[config.mk]
export PLATFORM = sky130hd
export DESIGN_NAME = fetch_stage
export DESIGN_NICKNAME = d
export VERILOG_FILES = /design/src/rtl/riscv_pkg.sv /design/src/rtl/fetch_fifo.sv /design/src/rtl/fetch_stage.sv
export SDC_FILE = /design/constraint.sdc
export NUM_CORES = 1
export LEC_CHECK = 0
export ABC_AREA = 1
export BUFFER_PORTS_ARGS = -buffer_cell sky130_fd_sc_hd__clkbuf_2
export CORE_MARGIN = 4
export CORE_UTILIZATION = 45
export DETAILED_ROUTE_END_ITERATION = 6
export PLACE_DENSITY = 0.67
export SLEW_MARGIN = 30
export SYNTH_ARGS = -nofsm -noshare
export SYNTH_HDL_FRONTEND = slang
export SYNTH_SLANG_ARGS = --single-unit
[constraint.sdc]
create_clock -name clk -period 17.4 [get_ports clk]
set_input_delay 1.74 -clock clk [delete_from_list [all_inputs] [get_ports clk]]
set_output_delay 1.74 -clock clk [all_outputs]
set_load 0.005 [all_outputs]
[src/rtl/riscv_pkg.sv]
// Shared RV32 fetch definitions: word size, the NOP used as the idle instruction,
// the fetch FSM state encoding and the instruction buffer entry layout.
package riscv_pkg;

    localparam int unsigned XLEN = 32;
    localparam logic [XLEN-1:0] NOP_INSTR = 32'h0000_0013;

    typedef enum logic [1:0] {
        IDLE,
        FETCH,
        WAIT,
        DROP
    } fetch_state_e;

    typedef struct packed {
        logic [XLEN-1:0] instr;
        logic [XLEN-1:0] pc;
    } fetch_entry_t;

    function automatic logic [XLEN-1:0] align_pc(input logic [XLEN-1:0] addr);
        return {addr[XLEN-1:2], 2'b00};
    endfunction

endpackage

[src/rtl/fetch_fifo.sv]
// Instruction buffer between fetch and decode. The head entry is read straight
// from the storage registers, so decode never sees memory read data combinationally.
module fetch_fifo
    import riscv_pkg::*;
#(
    parameter int unsigned DEPTH = 2,
    localparam int unsigned CNT_W = $clog2(DEPTH + 1)
) (
    input  logic             clk,
    input  logic             reset,
    input  logic             push,
    input  logic             pop,
    input  logic             flush,
    input  fetch_entry_t     wdata,
    output fetch_entry_t     rdata,
    output logic             full,
    output logic             empty,
    output logic [CNT_W-1:0] count
);

    localparam int unsigned PTR_W = $clog2(DEPTH);

    fetch_entry_t     mem [DEPTH];
    logic [PTR_W-1:0] wr_ptr;
    logic [PTR_W-1:0] rd_ptr;
    logic             do_push;
    logic             do_pop;

    // A push into a full buffer is accepted when the head leaves in the same cycle.
    always_comb begin
        full    = (count == CNT_W'(DEPTH));
        empty   = (count == '0);
        do_pop  = pop && !empty;
        do_push = push && (!full || do_pop);
        rdata   = mem[rd_ptr];
    end

    always_ff @(posedge clk or posedge reset) begin
        if (reset) begin
            wr_ptr <= '0;
            rd_ptr <= '0;
            count  <= '0;
            for (int unsigned i = 0; i < DEPTH; i++) begin
                mem[i] <= '{instr: NOP_INSTR, pc: '0};
            end
        end else if (flush) begin
            wr_ptr <= '0;
            rd_ptr <= '0;
            count  <= '0;
        end else begin
            if (do_push) begin
                mem[wr_ptr] <= wdata;
                wr_ptr      <= wr_ptr + PTR_W'(1);
            end
            if (do_pop) begin
                rd_ptr <= rd_ptr + PTR_W'(1);
            end
            count <= count + CNT_W'(do_push) - CNT_W'(do_pop);
        end
    end

endmodule

[src/rtl/fetch_stage.sv]
// Instruction fetch stage: one outstanding memory request, buffered hand-off to decode,
// redirect handling. FETCH_MISALIGN_CHECK_EN adds the fetch_fault port and check.
module fetch_stage
    import riscv_pkg::*;
#(
    parameter logic [31:0] RESET_PC   = 32'h0000_0000,
    parameter int unsigned FIFO_DEPTH = 2
) (
    input  logic            clk,
    input  logic            reset,
    output logic            imem_req,
    output logic [XLEN-1:0] imem_addr,
    input  logic            imem_rvalid,
    input  logic [XLEN-1:0] imem_rdata,
    output logic            id_valid,
    input  logic            id_ready,
    output logic [XLEN-1:0] id_instr,
    output logic [XLEN-1:0] id_pc,
    input  logic            redirect_valid,
    input  logic [XLEN-1:0] redirect_pc
`ifdef FETCH_MISALIGN_CHECK_EN
    ,
    output logic            fetch_fault
`endif
);

    localparam int unsigned CNT_W = $clog2(FIFO_DEPTH + 1);

    fetch_state_e     state;
    logic [XLEN-1:0]  pc;
    logic [XLEN-1:0]  req_pc;
    logic [XLEN-1:0]  redirect_tgt;
    logic             halted;
    logic             fifo_push;
    logic             fifo_pop;
    logic             fifo_full;
    logic             fifo_empty;
    logic [CNT_W-1:0] fifo_count;
    fetch_entry_t     fifo_wdata;
    fetch_entry_t     fifo_head;

`ifdef FETCH_MISALIGN_CHECK_EN
    logic fault;

    always_ff @(posedge clk or posedge reset) begin
        if (reset) begin
            fault <= 1'b0;
        end else if (redirect_valid) begin
            fault <= |redirect_pc[1:0];
        end
    end

    always_comb begin
        redirect_tgt = redirect_pc;
        halted       = fault;
        fetch_fault  = fault;
    end
`else
    always_comb begin
        redirect_tgt = align_pc(redirect_pc);
        halted       = 1'b0;
    end
`endif

    // Outstanding count is always zero in FETCH, so occupancy alone bounds the request.
    always_comb begin
        imem_req   = (state == FETCH) && (fifo_count < CNT_W'(FIFO_DEPTH)) && !halted;
        imem_addr  = pc;
        fifo_push  = (state == WAIT) && imem_rvalid && !redirect_valid && !fifo_full;
        fifo_pop   = id_ready;
        fifo_wdata = '{instr: imem_rdata, pc: req_pc};
        id_valid   = !fifo_empty;
        id_instr   = fifo_head.instr;
        id_pc      = fifo_head.pc;
    end

    // A redirect that lands on an accepted request still owes one response, hence DROP.
    always_ff @(posedge clk or posedge reset) begin
        if (reset) begin
            state  <= IDLE;
            pc     <= RESET_PC;
            req_pc <= RESET_PC;
        end else begin
            case (state)
                IDLE: begin
                    state <= FETCH;
                    if (redirect_valid) pc <= redirect_tgt;
                end
                FETCH: begin
                    if (redirect_valid) begin
                        pc    <= redirect_tgt;
                        state <= imem_req ? DROP : FETCH;
                    end else if (imem_req) begin
                        req_pc <= pc;
                        pc     <= pc + XLEN'(4);
                        state  <= WAIT;
                    end
                end
                WAIT: begin
                    if (redirect_valid) pc <= redirect_tgt;
                    if (imem_rvalid) begin
                        state <= FETCH;
                    end else if (redirect_valid) begin
                        state <= DROP;
                    end
                end
                DROP: begin
                    if (redirect_valid) pc <= redirect_tgt;
                    if (imem_rvalid) state <= FETCH;
                end
                default: state <= IDLE;
            endcase
        end
    end

    fetch_fifo #(
        .DEPTH(FIFO_DEPTH)
    ) u_fifo (
        .clk  (clk),
        .reset(reset),
        .push (fifo_push),
        .pop  (fifo_pop),
        .flush(redirect_valid),
        .wdata(fifo_wdata),
        .rdata(fifo_head),
        .full (fifo_full),
        .empty(fifo_empty),
        .count(fifo_count)
    );

endmodule
==> reports/metrics.csv <==
metric;value;unit
status;completed;
Synth area leader;dfrtp_1;
fin crit share;23.2;%
CTS Root Cell;clkbuf_16;
layout cells sized above 1;16.3;%
vias in the first global route;7179;
Arr. time, crit path;2.29;ns
sequential cell area fraction in the yosys report;53.3;%
power per cell area;158;nW/um^2
Die Width;149;um
Static Leak;5.53;nW
routability cong.;0.893;
Synth Flop Type;dfrtp_1;
# DRC;0;
# clock sinks;190;
grt met1 use;30.8;%
WS Path Type;register to primary output;
Die Area;22200;um^2
final wirelength;21900;um
initial drt markers;498;
Post-synth EDFFs;0;
Max-cap violations;0;
initial antenna violation count;0;
htree depth;4;
largest net degree at the start of global routing;126;
RSZ-0062 raised after global routing;false;
max-slew violation count;0;
Routed wire per std cell;13.9;um
slowest stage delay, CP;0.56;ns
Unique masters post-synth;29;
maximum vdd drop;0.0914;mV
Slew @ Worst Pin;0.837;ns
post_cts resized;0;
setup TNS;0;ns
Mean Syn Cell Area;7.65;um^2
Antenna diodes;0;
DR vias/cell;4.91;
buffers added on ports;160;
CP delay by family, top;buffers and inverters;
post-synthesis register bit count;190;
count leader, synth;nand2_1;
min Tclk post-route;4.03;ns
async set or reset register ratio after synthesis;100;%
Area contributors post-synth;dfrtp_1, nand2_1, o21ai_0, inv_1, nor2_1;
Area Growth Syn to Fin;17.1;%
Reg clk slew, reported paths;0.06;ns
maximum clock insertion buffer count;2;
clk_lat worst skew;0.43;ns
fmax;0.248;GHz
GRT met3 Usage;3.74;%
CTS tree;done;
hold_buf cts;0;
placed wire-length estimate;14100;um
Final #Nets;1373;
total track usage;20.4;%
CTS Buf Count;17;
DP Worst Slack;13.00;ns
Worst Setup End Kind;primary output;
TritonRoute pass-1 iters;6;
ANT nets after route;0;
core region area;19500;um^2
Initial Util;45.9;%
Hold Vio Cnt, Final;0;
Synth Instances;1168;
Synth Cell Area;8930;um^2
Synth top area share;51.6;%
Fin Clk Skew;0.0137;ns
final setup fails;0;
buffer count from post-CTS setup fixing;0;
Synth top cells by count;nand2_1, dfrtp_1, o21ai_0;
met2 Usage GRT;30.8;%
global route overflow;0;
Max-slew headroom;44.2;%
die height;149;um
slowest library cell on the worst path;buf_4;
placement row count;51;
Hold Crit Class;register to register;
synth warn;0;
total number of vias;7739;
worst endpoint required time;15.66;ns
grt peak-use layer;met1;
Crit Path Max Fanout;63;
PnR worst setup slack;13.37;ns
first-pass GRT wire length;36700;um
Buf/Inv on CP;4;
CP Launch Type;register;
cell-by-cell trace of the critical path;buf_4 -> inv_2 -> buf_4 -> nand2_1 -> nand2_1 -> clkbuf_2;
io pins;167;
==> cells by family (layout without fill, tap and decap cells) <==
| logic type | Yosys count | count (layout) | synth area share (%) |
|---|---|---|---|
| XOR/XNOR | 2 | 2 | 0.196 |
| other | 1 | 4 | 0.0420 |
| flip-flops | 190 | 190 | 53.3 |
| AO/OA/AOI/OAI | 196 | 196 | 11.3 |
| adder cells (fa/ha/maj) | 6 | 6 | 0.841 |
| AND/OR/NAND/NOR | 610 | 610 | 26.5 |
| buffers and inverters | 163 | 303 | 7.75 |
==> worst paths after layout <==
path                       cells after the start              to            from  slack [ns]
setup / recovery                               6       id_pc[21]   u_fifo.rd_ptr       13.37
setup reg to reg                               9   imem_addr[12]        state[1]       14.82
min in group asynchronous                      2  u_fifo.mem[63]           reset        1.48
hold / removal                                 2  u_fifo.mem[97]  u_fifo.mem[97]        0.48
hold reg to reg                                2  u_fifo.mem[97]  u_fifo.mem[97]        0.48
max in group asynchronous                      3   u_fifo.rd_ptr           reset       14.74
==> sequential cells by signal (all words and copies together), names as in the netlist <==
name           cells
imem_addr         30
req_pc            30
state              2
u_fifo.count       2
u_fifo.mem       124
u_fifo.rd_ptr      1
u_fifo.wr_ptr      1
==> worst register-to-register path, stage by stage (launching register included) <==
cell	delay, ns
dfrtp_1	0.42
inv_1	0.07
ha_1	0.22
nand2_1	0.20
nand2_1	0.43
clkinv_1	0.63
nor2_1	0.25
nand3_1	0.09
o21ai_0	0.09
nor2_1	0.07
==> metal layers <==
layer  up-vias  part of all wire [%]  wire length, um
li1       3899                     -                -
met1      3551                    47            10400
met2       275                    45             9780
met3        14                   7.0             1540
met4         0                  0.91              200
met5         -                     0                0
==> per-stage QoR <==
| stage | instance area (um^2) | hold WS, ns | util [%] | cells | power [W] |
|---|---|---|---|---|---|
| after floorplan | 8940 | 0.453 | - | 1171 | 0.00104 |
| after global placement | 9850 | 0.463 | 50.6 | 1544 | 0.00125 |
| after detailed placement | 9850 | 0.466 | 50.6 | 1544 | 0.00126 |
| after CTS | 10500 | 0.477 | 53.7 | 1576 | 0.00167 |
| after global routing | 10500 | 0.501 | 53.8 | 1576 | 0.00180 |
| final | 10500 | 0.477 | 53.8 | 1576 | 0.00165 |
==> cell type report <==
type,instances,area (um^2)
flip-flops and latches,190,4760
clock inverters,12,159
well taps,265,332
fillers,1903,9000
repair buffers,166,857
multi-input cells,818,3500
inverters,105,402
clock buffers,20,447
==> where the power goes <==
group | switching (W) | internal (W)
combinational | 0.000343 | 0.000206
clock | 0.000169 | 0.000232
sequential | 0.000103 | 0.000599
==> cells in the final DEF, fill, tap and decap left out, types with 3 or more instances in the layout <==
| master | n |
|---|---|
| inv_6 | 4 |
| o21ai_1 | 3 |
| clkbuf_2 | 160 |
| clkinv_1 | 3 |
| clkbuf_16 | 17 |
| a22oi_1 | 4 |
| o21ai_0 | 168 |
| nor2_1 | 78 |
| inv_1 | 98 |
| nand2_1 | 483 |
| conb_1 | 4 |
| nand4_1 | 3 |
| buf_4 | 3 |
| inv_2 | 3 |
| a21oi_1 | 12 |
| a211oi_1 | 4 |
| dfstp_2 | 6 |
| bufinv_16 | 3 |
| buf_6 | 3 |
| ha_1 | 6 |
| nor3_1 | 3 |
| dfrtp_1 | 183 |
| o22ai_1 | 3 |
| nand3_1 | 37 |
Note: power is estimated with default switching activity, not from simulation.
